[src/rtl/text_line_plotter_if.sv]
// Bundles the string request, glyph decoder and VGA plot ports
// of the text line plotter.
interface text_line_plotter_if #(
    parameter int MAX_CHARS = 8,
    parameter int CODE_W    = 6
);
    localparam int LEN_W = $clog2(MAX_CHARS + 1);

    logic                        start;
    logic [7:0]                  org_x;
    logic [7:0]                  org_y;
    logic [MAX_CHARS*CODE_W-1:0] str;
    logic [LEN_W-1:0]            len;

    logic [CODE_W-1:0]           glyph_code;
    logic [7:0]                  glyph_x;
    logic [7:0]                  glyph_y;
    logic [7:0]                  flush_x;
    logic [7:0]                  flush_y;
    logic [5:0]                  glyph_colour;
    logic                        glyph_enable;

    logic                        plot;
    logic [7:0]                  plot_x;
    logic [7:0]                  plot_y;
    logic [5:0]                  plot_colour;
    logic                        busy;
    logic                        done;

    modport master (
        input  start, org_x, org_y, str, len,
        input  glyph_colour, glyph_enable,
        output glyph_code, glyph_x, glyph_y,
        output flush_x, flush_y,
        output plot, plot_x, plot_y, plot_colour,
        output busy, done
    );

    modport slave (
        output start, org_x, org_y, str, len,
        output glyph_colour, glyph_enable,
        input  glyph_code, glyph_x, glyph_y,
        input  flush_x, flush_y,
        input  plot, plot_x, plot_y, plot_colour,
        input  busy, done
    );
endinterface

[src/rtl/text_line_plotter.sv]
// Walks every pixel of every glyph cell of a latched string and
// turns enabled, on-screen decoder responses into plot writes.
module text_line_plotter #(
    parameter int MAX_CHARS = 8,
    parameter int CODE_W    = 6,
    parameter int CELL_W    = 10,
    parameter int CELL_H    = 10,
    parameter int SCREEN_W  = 160,
    parameter int SCREEN_H  = 120
) (
    input  logic clk,
    input  logic reset,
    text_line_plotter_if.master bus
);
    localparam int LEN_W = $clog2(MAX_CHARS + 1);
    localparam int CW    = $clog2(CELL_W);
    localparam int RW    = $clog2(CELL_H);

    typedef enum logic [1:0] {IDLE, SWEEP, FINISH} state_t;

    state_t state, state_nx;

    logic [7:0]                  ox, oy;
    logic [MAX_CHARS*CODE_W-1:0] str_q;
    logic [LEN_W-1:0]            len_q, len_clamp, ci;
    logic [CW-1:0]               col;
    logic [RW-1:0]               row;
    logic                        last_col, last_row, last_ci;
    logic [15:0]                 cell_x, pix_x, pix_y;
    logic                        on_screen;

    logic [CODE_W-1:0]           code_c;
    logic [7:0]                  gx_c, gy_c, fx_c, fy_c;
    logic                        busy_c;

    logic                        plot_q, done_q;
    logic [7:0]                  px_q, py_q;
    logic [5:0]                  pc_q;

    always_comb begin
        len_clamp = bus.len;
        if (bus.len > LEN_W'(MAX_CHARS))
            len_clamp = LEN_W'(MAX_CHARS);
    end

    assign last_col = (col == CW'(CELL_W - 1));
    assign last_row = (row == RW'(CELL_H - 1));
    assign last_ci  = (ci == len_q - LEN_W'(1));

    // Wide sums so that a wrapped 8-bit coordinate still reads as off-screen.
    assign cell_x    = {8'd0, ox} + 16'(ci) * 16'(CELL_W);
    assign pix_x     = cell_x + 16'(col);
    assign pix_y     = {8'd0, oy} + 16'(row);
    assign on_screen = (pix_x < 16'(SCREEN_W)) && (pix_y < 16'(SCREEN_H));

    always_ff @(posedge clk or posedge reset) begin
        if (reset)
            state <= IDLE;
        else
            state <= state_nx;
    end

    always_comb begin
        state_nx = state;
        unique case (state)
            IDLE: begin
                if (bus.start)
                    state_nx = (len_clamp == '0) ? FINISH : SWEEP;
            end
            SWEEP: begin
                if (last_ci && last_row && last_col)
                    state_nx = FINISH;
            end
            FINISH:  state_nx = IDLE;
            default: state_nx = IDLE;
        endcase
    end

    always_comb begin
        code_c = '0;
        gx_c   = '0;
        gy_c   = '0;
        fx_c   = '0;
        fy_c   = '0;
        busy_c = (state != IDLE);
        if (state == SWEEP) begin
            code_c = CODE_W'(str_q >> (int'(ci) * CODE_W));
            gx_c   = cell_x[7:0];
            gy_c   = oy;
            fx_c   = pix_x[7:0];
            fy_c   = pix_y[7:0];
        end
    end

    always_ff @(posedge clk or posedge reset) begin
        if (reset) begin
            ox    <= '0;
            oy    <= '0;
            str_q <= '0;
            len_q <= '0;
            ci    <= '0;
            col   <= '0;
            row   <= '0;
        end else if (state == IDLE && bus.start) begin
            ox    <= bus.org_x;
            oy    <= bus.org_y;
            str_q <= bus.str;
            len_q <= len_clamp;
            ci    <= '0;
            col   <= '0;
            row   <= '0;
        end else if (state == SWEEP) begin
            if (last_col) begin
                col <= '0;
                if (last_row) begin
                    row <= '0;
                    ci  <= ci + LEN_W'(1);
                end else begin
                    row <= row + RW'(1);
                end
            end else begin
                col <= col + CW'(1);
            end
        end
    end

    // done is timed off the next state so it coincides with FINISH.
    always_ff @(posedge clk or posedge reset) begin
        if (reset) begin
            plot_q <= 1'b0;
            done_q <= 1'b0;
            px_q   <= '0;
            py_q   <= '0;
            pc_q   <= '0;
        end else begin
            plot_q <= (state == SWEEP) && bus.glyph_enable && on_screen;
            done_q <= (state_nx == FINISH);
            if (state == SWEEP) begin
                px_q <= fx_c;
                py_q <= fy_c;
                pc_q <= bus.glyph_colour;
            end
        end
    end

    assign bus.glyph_code  = code_c;
    assign bus.glyph_x     = gx_c;
    assign bus.glyph_y     = gy_c;
    assign bus.flush_x     = fx_c;
    assign bus.flush_y     = fy_c;
    assign bus.busy        = busy_c;
    assign bus.plot        = plot_q;
    assign bus.plot_x      = px_q;
    assign bus.plot_y      = py_q;
    assign bus.plot_colour = pc_q;
    assign bus.done        = done_q;
endmodule

[src/flat_wrapper.sv]
// flat-port wrapper written by rule: the top's interface ports become plain ports
module text_line_plotter_flat 
#(
    parameter int MAX_CHARS = 8,
    parameter int CODE_W    = 6,
    parameter int CELL_W    = 10,
    parameter int CELL_H    = 10,
    parameter int SCREEN_W  = 160,
    parameter int SCREEN_H  = 120
)
  (clk, reset, bus_start, bus_org_x, bus_org_y, bus_str, bus_len, bus_glyph_colour, bus_glyph_enable, bus_glyph_code, bus_glyph_x, bus_glyph_y, bus_flush_x, bus_flush_y, bus_plot, bus_plot_x, bus_plot_y, bus_plot_colour, bus_busy, bus_done);
  text_line_plotter_if #(.MAX_CHARS(MAX_CHARS), .CODE_W(CODE_W)) bus_i ();
  input  logic clk;
  input  logic reset;
  input wire logic [$bits(bus_i.start)-1:0] bus_start;
  input wire logic [$bits(bus_i.org_x)-1:0] bus_org_x;
  input wire logic [$bits(bus_i.org_y)-1:0] bus_org_y;
  input wire logic [$bits(bus_i.str)-1:0] bus_str;
  input wire logic [$bits(bus_i.len)-1:0] bus_len;
  input wire logic [$bits(bus_i.glyph_colour)-1:0] bus_glyph_colour;
  input wire logic [$bits(bus_i.glyph_enable)-1:0] bus_glyph_enable;
  output wire logic [$bits(bus_i.glyph_code)-1:0] bus_glyph_code;
  output wire logic [$bits(bus_i.glyph_x)-1:0] bus_glyph_x;
  output wire logic [$bits(bus_i.glyph_y)-1:0] bus_glyph_y;
  output wire logic [$bits(bus_i.flush_x)-1:0] bus_flush_x;
  output wire logic [$bits(bus_i.flush_y)-1:0] bus_flush_y;
  output wire logic [$bits(bus_i.plot)-1:0] bus_plot;
  output wire logic [$bits(bus_i.plot_x)-1:0] bus_plot_x;
  output wire logic [$bits(bus_i.plot_y)-1:0] bus_plot_y;
  output wire logic [$bits(bus_i.plot_colour)-1:0] bus_plot_colour;
  output wire logic [$bits(bus_i.busy)-1:0] bus_busy;
  output wire logic [$bits(bus_i.done)-1:0] bus_done;
  assign bus_i.start = bus_start;
  assign bus_i.org_x = bus_org_x;
  assign bus_i.org_y = bus_org_y;
  assign bus_i.str = bus_str;
  assign bus_i.len = bus_len;
  assign bus_i.glyph_colour = bus_glyph_colour;
  assign bus_i.glyph_enable = bus_glyph_enable;
  assign bus_glyph_code = bus_i.glyph_code;
  assign bus_glyph_x = bus_i.glyph_x;
  assign bus_glyph_y = bus_i.glyph_y;
  assign bus_flush_x = bus_i.flush_x;
  assign bus_flush_y = bus_i.flush_y;
  assign bus_plot = bus_i.plot;
  assign bus_plot_x = bus_i.plot_x;
  assign bus_plot_y = bus_i.plot_y;
  assign bus_plot_colour = bus_i.plot_colour;
  assign bus_busy = bus_i.busy;
  assign bus_done = bus_i.done;
  text_line_plotter #(.MAX_CHARS(MAX_CHARS), .CODE_W(CODE_W), .CELL_W(CELL_W), .CELL_H(CELL_H), .SCREEN_W(SCREEN_W), .SCREEN_H(SCREEN_H)) u_core (.clk(clk), .reset(reset), .bus(bus_i));
endmodule
[config.mk]
export PLATFORM = sky130hd
export DESIGN_NAME = text_line_plotter_flat
export DESIGN_NICKNAME = d
export VERILOG_FILES = /design/src/rtl/text_line_plotter_if.sv /design/src/rtl/text_line_plotter.sv /design/src/flat_wrapper.sv
export SDC_FILE = /design/constraint.sdc
export NUM_CORES = 1
export LEC_CHECK = 0
export ABC_AREA = 1
export CAP_MARGIN = 20
export CORE_MARGIN = 5
export CORE_UTILIZATION = 56
export CTS_BUF_LIST = sky130_fd_sc_hd__clkbuf_8
export DETAILED_ROUTE_END_ITERATION = 6
export PLACE_DENSITY = 0.88
export SLEW_MARGIN = 0
export SYNTH_ARGS = -nofsm -noshare
export SYNTH_HDL_FRONTEND = slang
export SYNTH_SLANG_ARGS = --single-unit
[constraint.sdc]
create_clock -name clk -period 7.7 [get_ports clk]
set_input_delay 0.77 -clock clk [delete_from_list [all_inputs] [get_ports clk]]
set_output_delay 0.77 -clock clk [all_outputs]
set_load 0.01 [all_outputs]
==> results of run 1 <==
state kept, by name (all words and copies together), names as in the netlist, 2 cells and up:
name                    flops
u_core.oy                   8
u_core.col                  4
u_core.bus.plot_y           8
u_core.bus.plot_colour      6
u_core.ox                   8
u_core.row                  4
u_core.bus.plot_x           8
u_core.len_q                4
u_core.ci                   4
u_core.str_q               48
u_core.state                2
worst paths after layout:
path	startpoint	end	slack, ps	cells past startpoint
max	u_core.ci[1]	bus_flush_x[7]	2480	12
min	u_core.bus.plot_colour[5]	u_core.bus.plot_colour[5]	480	2
max reg2reg	u_core.ci[1]	u_core.bus.plot	3980	13
min reg2reg	u_core.bus.plot_colour[5]	u_core.bus.plot_colour[5]	480	2
max in group asynchronous	reset	u_core.ox[5]	5700	3
min in group asynchronous	reset	u_core.oy[0]	780	2
power by group:
group	switching [mW]	internal (mW)	total, mW
clock	0.194	0.236	0.430
combinational	0.0193	0.0377	0.0570
sequential	0.000769	0.558	0.559
final cells by class:
type                       instances  area (um^2)
fill                             781         2681
multi-input combinational        528         2669
sequential                       106         2653
timing repair buffer             144         1431
inverter                          85        321.6
tap                              136        170.2
clock buffer                      11        151.4
clock inverter                     5        107.6
kinds of logic (layout without fill, tap and decap cells):
family | count (synthesis) | in the layout | share of synthesized area, %
buf+inv | 115 | 245 | 7.664
compound gates | 138 | 138 | 12.90
simple gates | 352 | 352 | 25.16
fa+ha+maj | 30 | 30 | 7.034
flops | 106 | 106 | 46.03
xor+xnor | 8 | 8 | 1.216
per-stage QoR:
step | power (mW) | setup slack, ps | util, % | instance area (um^2) | cells
after detailed placement | 0.6274 | 3021 | 71.13 | 7244 | 999
final | 1.046 | 2475 | 73.67 | 7503 | 1015
after floorplan | 0.5801 | 4141 | - | 5763 | 749
after global placement | 0.6264 | 3151 | 71.13 | 7244 | 999
after CTS | 1.049 | 2592 | 73.67 | 7503 | 1015
after global routing | 1.075 | 2303 | 73.67 | 7503 | 1015
layout by cell type (no fill, tap or decap), types with 2 or more instances in the layout:
master           Yosys  final
bufinv_16            0      3
nand3_2              3      3
nor3_1               3      3
clkbuf_8             0     11
a21oi_1             26     26
buf_4                0      4
dfrtp_1            106    106
nand2_2              8      8
a31oi_1              6      6
ha_1                26     26
nor2_2               2      2
o211ai_1             7      7
xor2_1               4      4
nor4_1               2      2
o21a_1               2      2
a21o_1               3      3
fa_1                 4      4
o21ai_0             87     87
xnor2_1              4      4
nand3_1             23     23
nand4_1              4      4
clkdlybuf4s50_1      0    140
inv_2                9      9
nor2_1              60     60
inv_1               76     75
nand2_1            241    241
o21ai_1              4      4
routing by layer:
| metal | up-vias | routed length, um | global-route usage (%) |
|---|---|---|---|
| li1 | 2630 | - | - |
| met1 | 2528 | 6176 | 30.50 |
| met2 | 268 | 7105 | 40.57 |
| met3 | 46 | 1171 | 5.054 |
| met4 | 0 | 427 | 10.14 |
| met5 | - | 0 | 0 |
critical path: stages, from the launching register on:
cell	delay, ps
dfrtp_1	1020
ha_1	370
ha_1	230
fa_1	510
ha_1	340
a21oi_1	350
nand3_2	160
nand2_2	110
nand2_4	70
o21ai_1	170
nand2_2	80
nor2_1	100
clkdlybuf4s50_1	560
==> out/metrics.yaml, run 1 <==
outcome: "finished, final reports clean"
yosys_warnings: 0
hold_violations: 0
boundaryPins: 141
ys.flop_type: "dfrtp_1"
synth_cell_types: 35
fin_tns_setup_ps: 0
cts_tree: "yes"
powerDensity_nw_per_um2: 139.3
start_util_pct: 56.58
dp_hpwl_um: 10880
drt_iter0_drc: 385
grt_pass1_vias: 5413
slew_viol_final: 0
post-synth-top-count-cell: "nand2_1"
synth_nets: 857
cp-start-kind: "register"
ys_top_cells_by_count: "241 x nand2_1, 106 x dfrtp_1, 87 x o21ai_0"
arrival_ps: 4450
die_h_um: 111.4
synth-async-reset-ratio_pct: 100.0
drive_gt1_share_pct: 5.461
finalSetupViolCount: 0
synth-seq-cells: 106
post-route-period-util_pct: 67.86
cts_setup_buffers: 0
antenna_cells: 0
antenna_found_initial: 0
cts_made_buffers: 9
holdBufCountCts: 0
clk_latency_ps: 380
worstSetupPathType: "register to output pin"
synth_top_area_share_pct: 46.03
grt_max_degree: 82
synthTopCellsByArea: "dfrtp_1 46%, nand2_1 16%, o21ai_0 7.6%"
slew_headroom_pct: 32.17
synth-edff-count: 0
skew_ps: 14.40
vias_per_cell: 5.391
hp-class: "register to register"
cts_resized: 0
grt-ovfl-total: 0
final.min_clock_period_ps: 5225
ir_worst_vdd_uv: 85.82
critPathRequiredTime_ps: 6930
rows: 37
mappedNetlistArea_um2: 5763
nets: 982
ys_seq_area_share_pct: 46.03
drc: 0
dieWidth_um: 111.4
core_um2: 10180
whs_ps: 482.6
path_max_fanout: 30
power.static_leakage_nw: 3.721
max_cap_viol_count: 0
gp_congestion: 0.8729
grt_pass1_wl_um: 24970
dr.pass1.iters: 5
clockRootBuffer: "clkbuf_8"
synth.largest_area_cell: "dfrtp_1"
cts_htree_levels: 3
syn-instance-count: 749
clock.fmax_mhz: 191.4
wirelength_um: 14880
tightest_slew_ps: 1017
rsz0062_at_grt: "false"
track_usage_pct: 24.17
dieArea_um2: 12420
ant_nets: 0
port_buffers: 140
vias: 5472
clock_path_buffers: 2
critPathCaptureType: "output pin"
clkTransAtPathRegs_ps: 100
numClockSinks: 106
syn_to_final_growth_pct: 30.20
wl_per_cell_um: 14.66
synth_area_per_cell_um2: 7.694
(Power assumes the default switching activity.)
==> run 2: changes to the inputs <==
--- a/config.mk
+++ b/config.mk
@@ -8,10 +8,10 @@
 export ABC_AREA = 1
 export CAP_MARGIN = 20
 export CORE_MARGIN = 5
-export CORE_UTILIZATION = 56
+export CORE_UTILIZATION = 52
 export CTS_BUF_LIST = sky130_fd_sc_hd__clkbuf_8
 export DETAILED_ROUTE_END_ITERATION = 6
-export PLACE_DENSITY = 0.88
+export PLACE_DENSITY = 0.82
 export SLEW_MARGIN = 0
 export SYNTH_ARGS = -nofsm -noshare
 export SYNTH_HDL_FRONTEND = slang
==> constraint.sdc (replaced) <==
create_clock -name clk -period 5 [get_ports clk]
set_input_delay 0.5 -clock clk [delete_from_list [all_inputs] [get_ports clk]]
set_output_delay 0.5 -clock clk [all_outputs]
set_load 0.01 [all_outputs]
==> run 2 against run 1 <==
Compared with the run above:
- cell count rose by 0.59%
- critical path type unchanged
- final area fell by 0.70%
- routed wire length fell by 2.4%
- non-clock buffer count rose by 2
- clock skew fell by 4.3 ps
- highest routed layer unchanged
- global-route usage fell by 1.4 points
- largest cell class unchanged
- register-to-register slack got worse by 2000 ps
- first-iteration DRC count fell by 15%
==> out/metrics.yaml, run 2 (synthesis gave the netlist of run 1 again) <==
cts_htree_levels: 3  # unchanged
critPathRequiredTime_ps: 4500  # -2430 ps
final_area_um2: 7451  # -0.70%
die_h_um: 115.3  # +3.4%
tightest_slew_ps: 933.9  # -83.46 ps
grt-ovfl-total: 0  # unchanged
drive_gt1_share_pct: 5.675  # +0.21 points
final_common_cell: "nand2_1"
ir_worst_vdd_uv: 120.5  # +40%
grt_max_degree: 65  # -21%
clock_path_buffers: 2  # unchanged
path_max_fanout: 5  # -83%
r2r_setup_slack_ps: 1950  # -2030 ps
stdcell_count: 1021  # +0.59%
boundaryPins: 141  # unchanged
clk_latency_ps: 370  # about the same
critical_path_cell_count: 16  # +4
antenna_found_initial: 0  # unchanged
power.static_leakage_nw: 3.701  # -0.55%
max_cap_viol_count: 0  # unchanged
cts_made_buffers: 9  # unchanged
rows: 38  # +2.7%
antenna_cells: 0  # unchanged
regMostFlops: "u_core.str_q"
clkTransAtPathRegs_ps: 100  # about the same
cpPeakStageDelay_ps: 550  # -470 ps
hp-class: "register to register"
dr.pass1.iters: 7  # +2
min_from: "u_core.bus.plot_y[2]"
finalSetupViolCount: 0  # unchanged
gp_congestion: 0.9869  # +13%
dp_slack_ps: 1199  # -1821 ps
slew_headroom_pct: 37.65  # +5.5 points
syn_to_final_growth_pct: 29.29
crit_slowest_cell: "clkdlybuf4s50_1"
dp_hpwl_um: 10900  # +0.26%
reg2reg_to: "u_core.bus.plot"
vias_per_cell: 5.289  # -1.9%
clock.fmax_mhz: 234.8
dieArea_um2: 13290  # +7.0%
nets: 984  # +0.20%
grt_pass1_wl_um: 24370  # -2.4%
fin_tns_setup_ps: 0  # unchanged
core_um2: 10840  # +6.4%
worstSetupPathType: "register to output pin"
wirelength_um: 14520  # -2.4%
cp-start-kind: "register"
finalPower_mw: 1.456  # +39%
dpl_cell_area_um2: 7264  # +0.28%
rsz0062_at_grt: "false"
port_buffers: 140  # unchanged
vias: 5400  # -1.3%
powerDensity_nw_per_um2: 195.4  # +40%
grt_pass1_vias: 5295  # -2.2%
path_cells: "ha_1 -> ha_1 -> fa_1 -> xor2_1 -> ha_1 -> nand2_1 -> inv_1 -> nand4_1 -> nand3_1 -> nand2_1 -> nand2_1 -> inv_1 -> o21ai_1 -> nand2_2 -> nor2_1 -> clkdlybuf4s50_1"
arrival_ps: 3760  # -690 ps
hold_violations: 0  # unchanged
mostFrequentLayoutCells: "241 x nand2_1, 140 x clkdlybuf4s50_1, 106 x dfrtp_1, 87 x o21ai_0, 75 x inv_1"
outcome: "finished, final reports clean"
track_usage_pct: 22.77  # -1.4 points
dieWidth_um: 115.3  # +3.4%
post-route-period-util_pct: 85.17
drc: 0  # unchanged
numClockSinks: 106  # unchanged
critPathBufInv: 3  # +2
critical-path-top-delay-family: "adder cells"
cts_resized: 0  # unchanged
dp_cells: 1005  # +0.60%
hold_path_depth: 1  # -1
hold_end: "u_core.bus.plot_y[2]"
largest_reg_flops: 48  # unchanged
skew_ps: 10.11  # -4.288 ps
drt_iter0_drc: 326  # -15%
start_util_pct: 53.16  # -3.4 points
final.min_clock_period_ps: 4259
critPathCaptureType: "output pin"
clockRootBuffer: "clkbuf_8"
cts_setup_buffers: 0  # unchanged
wl_per_cell_um: 14.23  # -3.0%
ant_nets: 0  # unchanged
cts_tree: "yes"
worst_slack_ps: 741.5  # -1734 ps
r2r_start: "u_core.ci[3]"
slew_viol_final: 0  # unchanged
reg2reg_depth: 15  # +2
holdBufCountCts: 0  # unchanged
==> run 2: cell types whose count changed in the layout (fill, tap and decap cells not counted), sizes merged <==
cell    change
bufinv      -3
buf         +2
clkinv      +2
inv         +1
==> run 2: area by class of cell <==
type                       instances  area, um^2
clock buffer                      11       151.4
clock inverter                     5       35.03
fill                             889        3390
inverter                          85       321.6
multi-input combinational        528        2669
sequential                       106        2653
tap                              140       175.2
timing repair buffer             146        1446
==> run 2: how the worst max path moves through the flow <==
stage	from	endpoint	slack, ps
detailed placement	u_core.ci[3]	bus_flush_x[7]	1200
CTS	u_core.ci[3]	bus_flush_x[7]	750
floorplan	reset	u_core.bus.done	1710
global route	u_core.ci[3]	bus_flush_x[7]	460
global placement	u_core.ci[3]	bus_flush_x[7]	1310
finish	u_core.ci[3]	bus_flush_x[7]	740
==> run 2: through the flow <==
step | hold WS [ps] | utilization [%]
2_1_floorplan | 443.6 | -
3_3_place_gp | 454.4 | 67.01
3_5_place_dp | 460.9 | 67.01
4_1_cts | 484.3 | 68.73
5_1_grt | 510.1 | 68.73
6_report | 483.0 | 68.73
==> run 2: where the power goes <==
part / internal (mW) / leakage, nW / total [mW] / switching, mW
Clock: 0.212 / 0.101 / 0.508 / 0.296
Sequential: 0.859 / 1.21 / 0.860 / 0.00121
Combinational: 0.0581 / 2.39 / 0.0881 / 0.0300
Total: 1.13 / 3.70 / 1.46 / 0.327
==> run 2: per-layer routing <==
layer	part of all wire, %	GRT usage (%)	wire length (um)
met5	0	0	0
met4	2.4	8.842	355
met3	7.6	3.684	1105
met2	47	37.54	6807
met1	43	30.27	6256
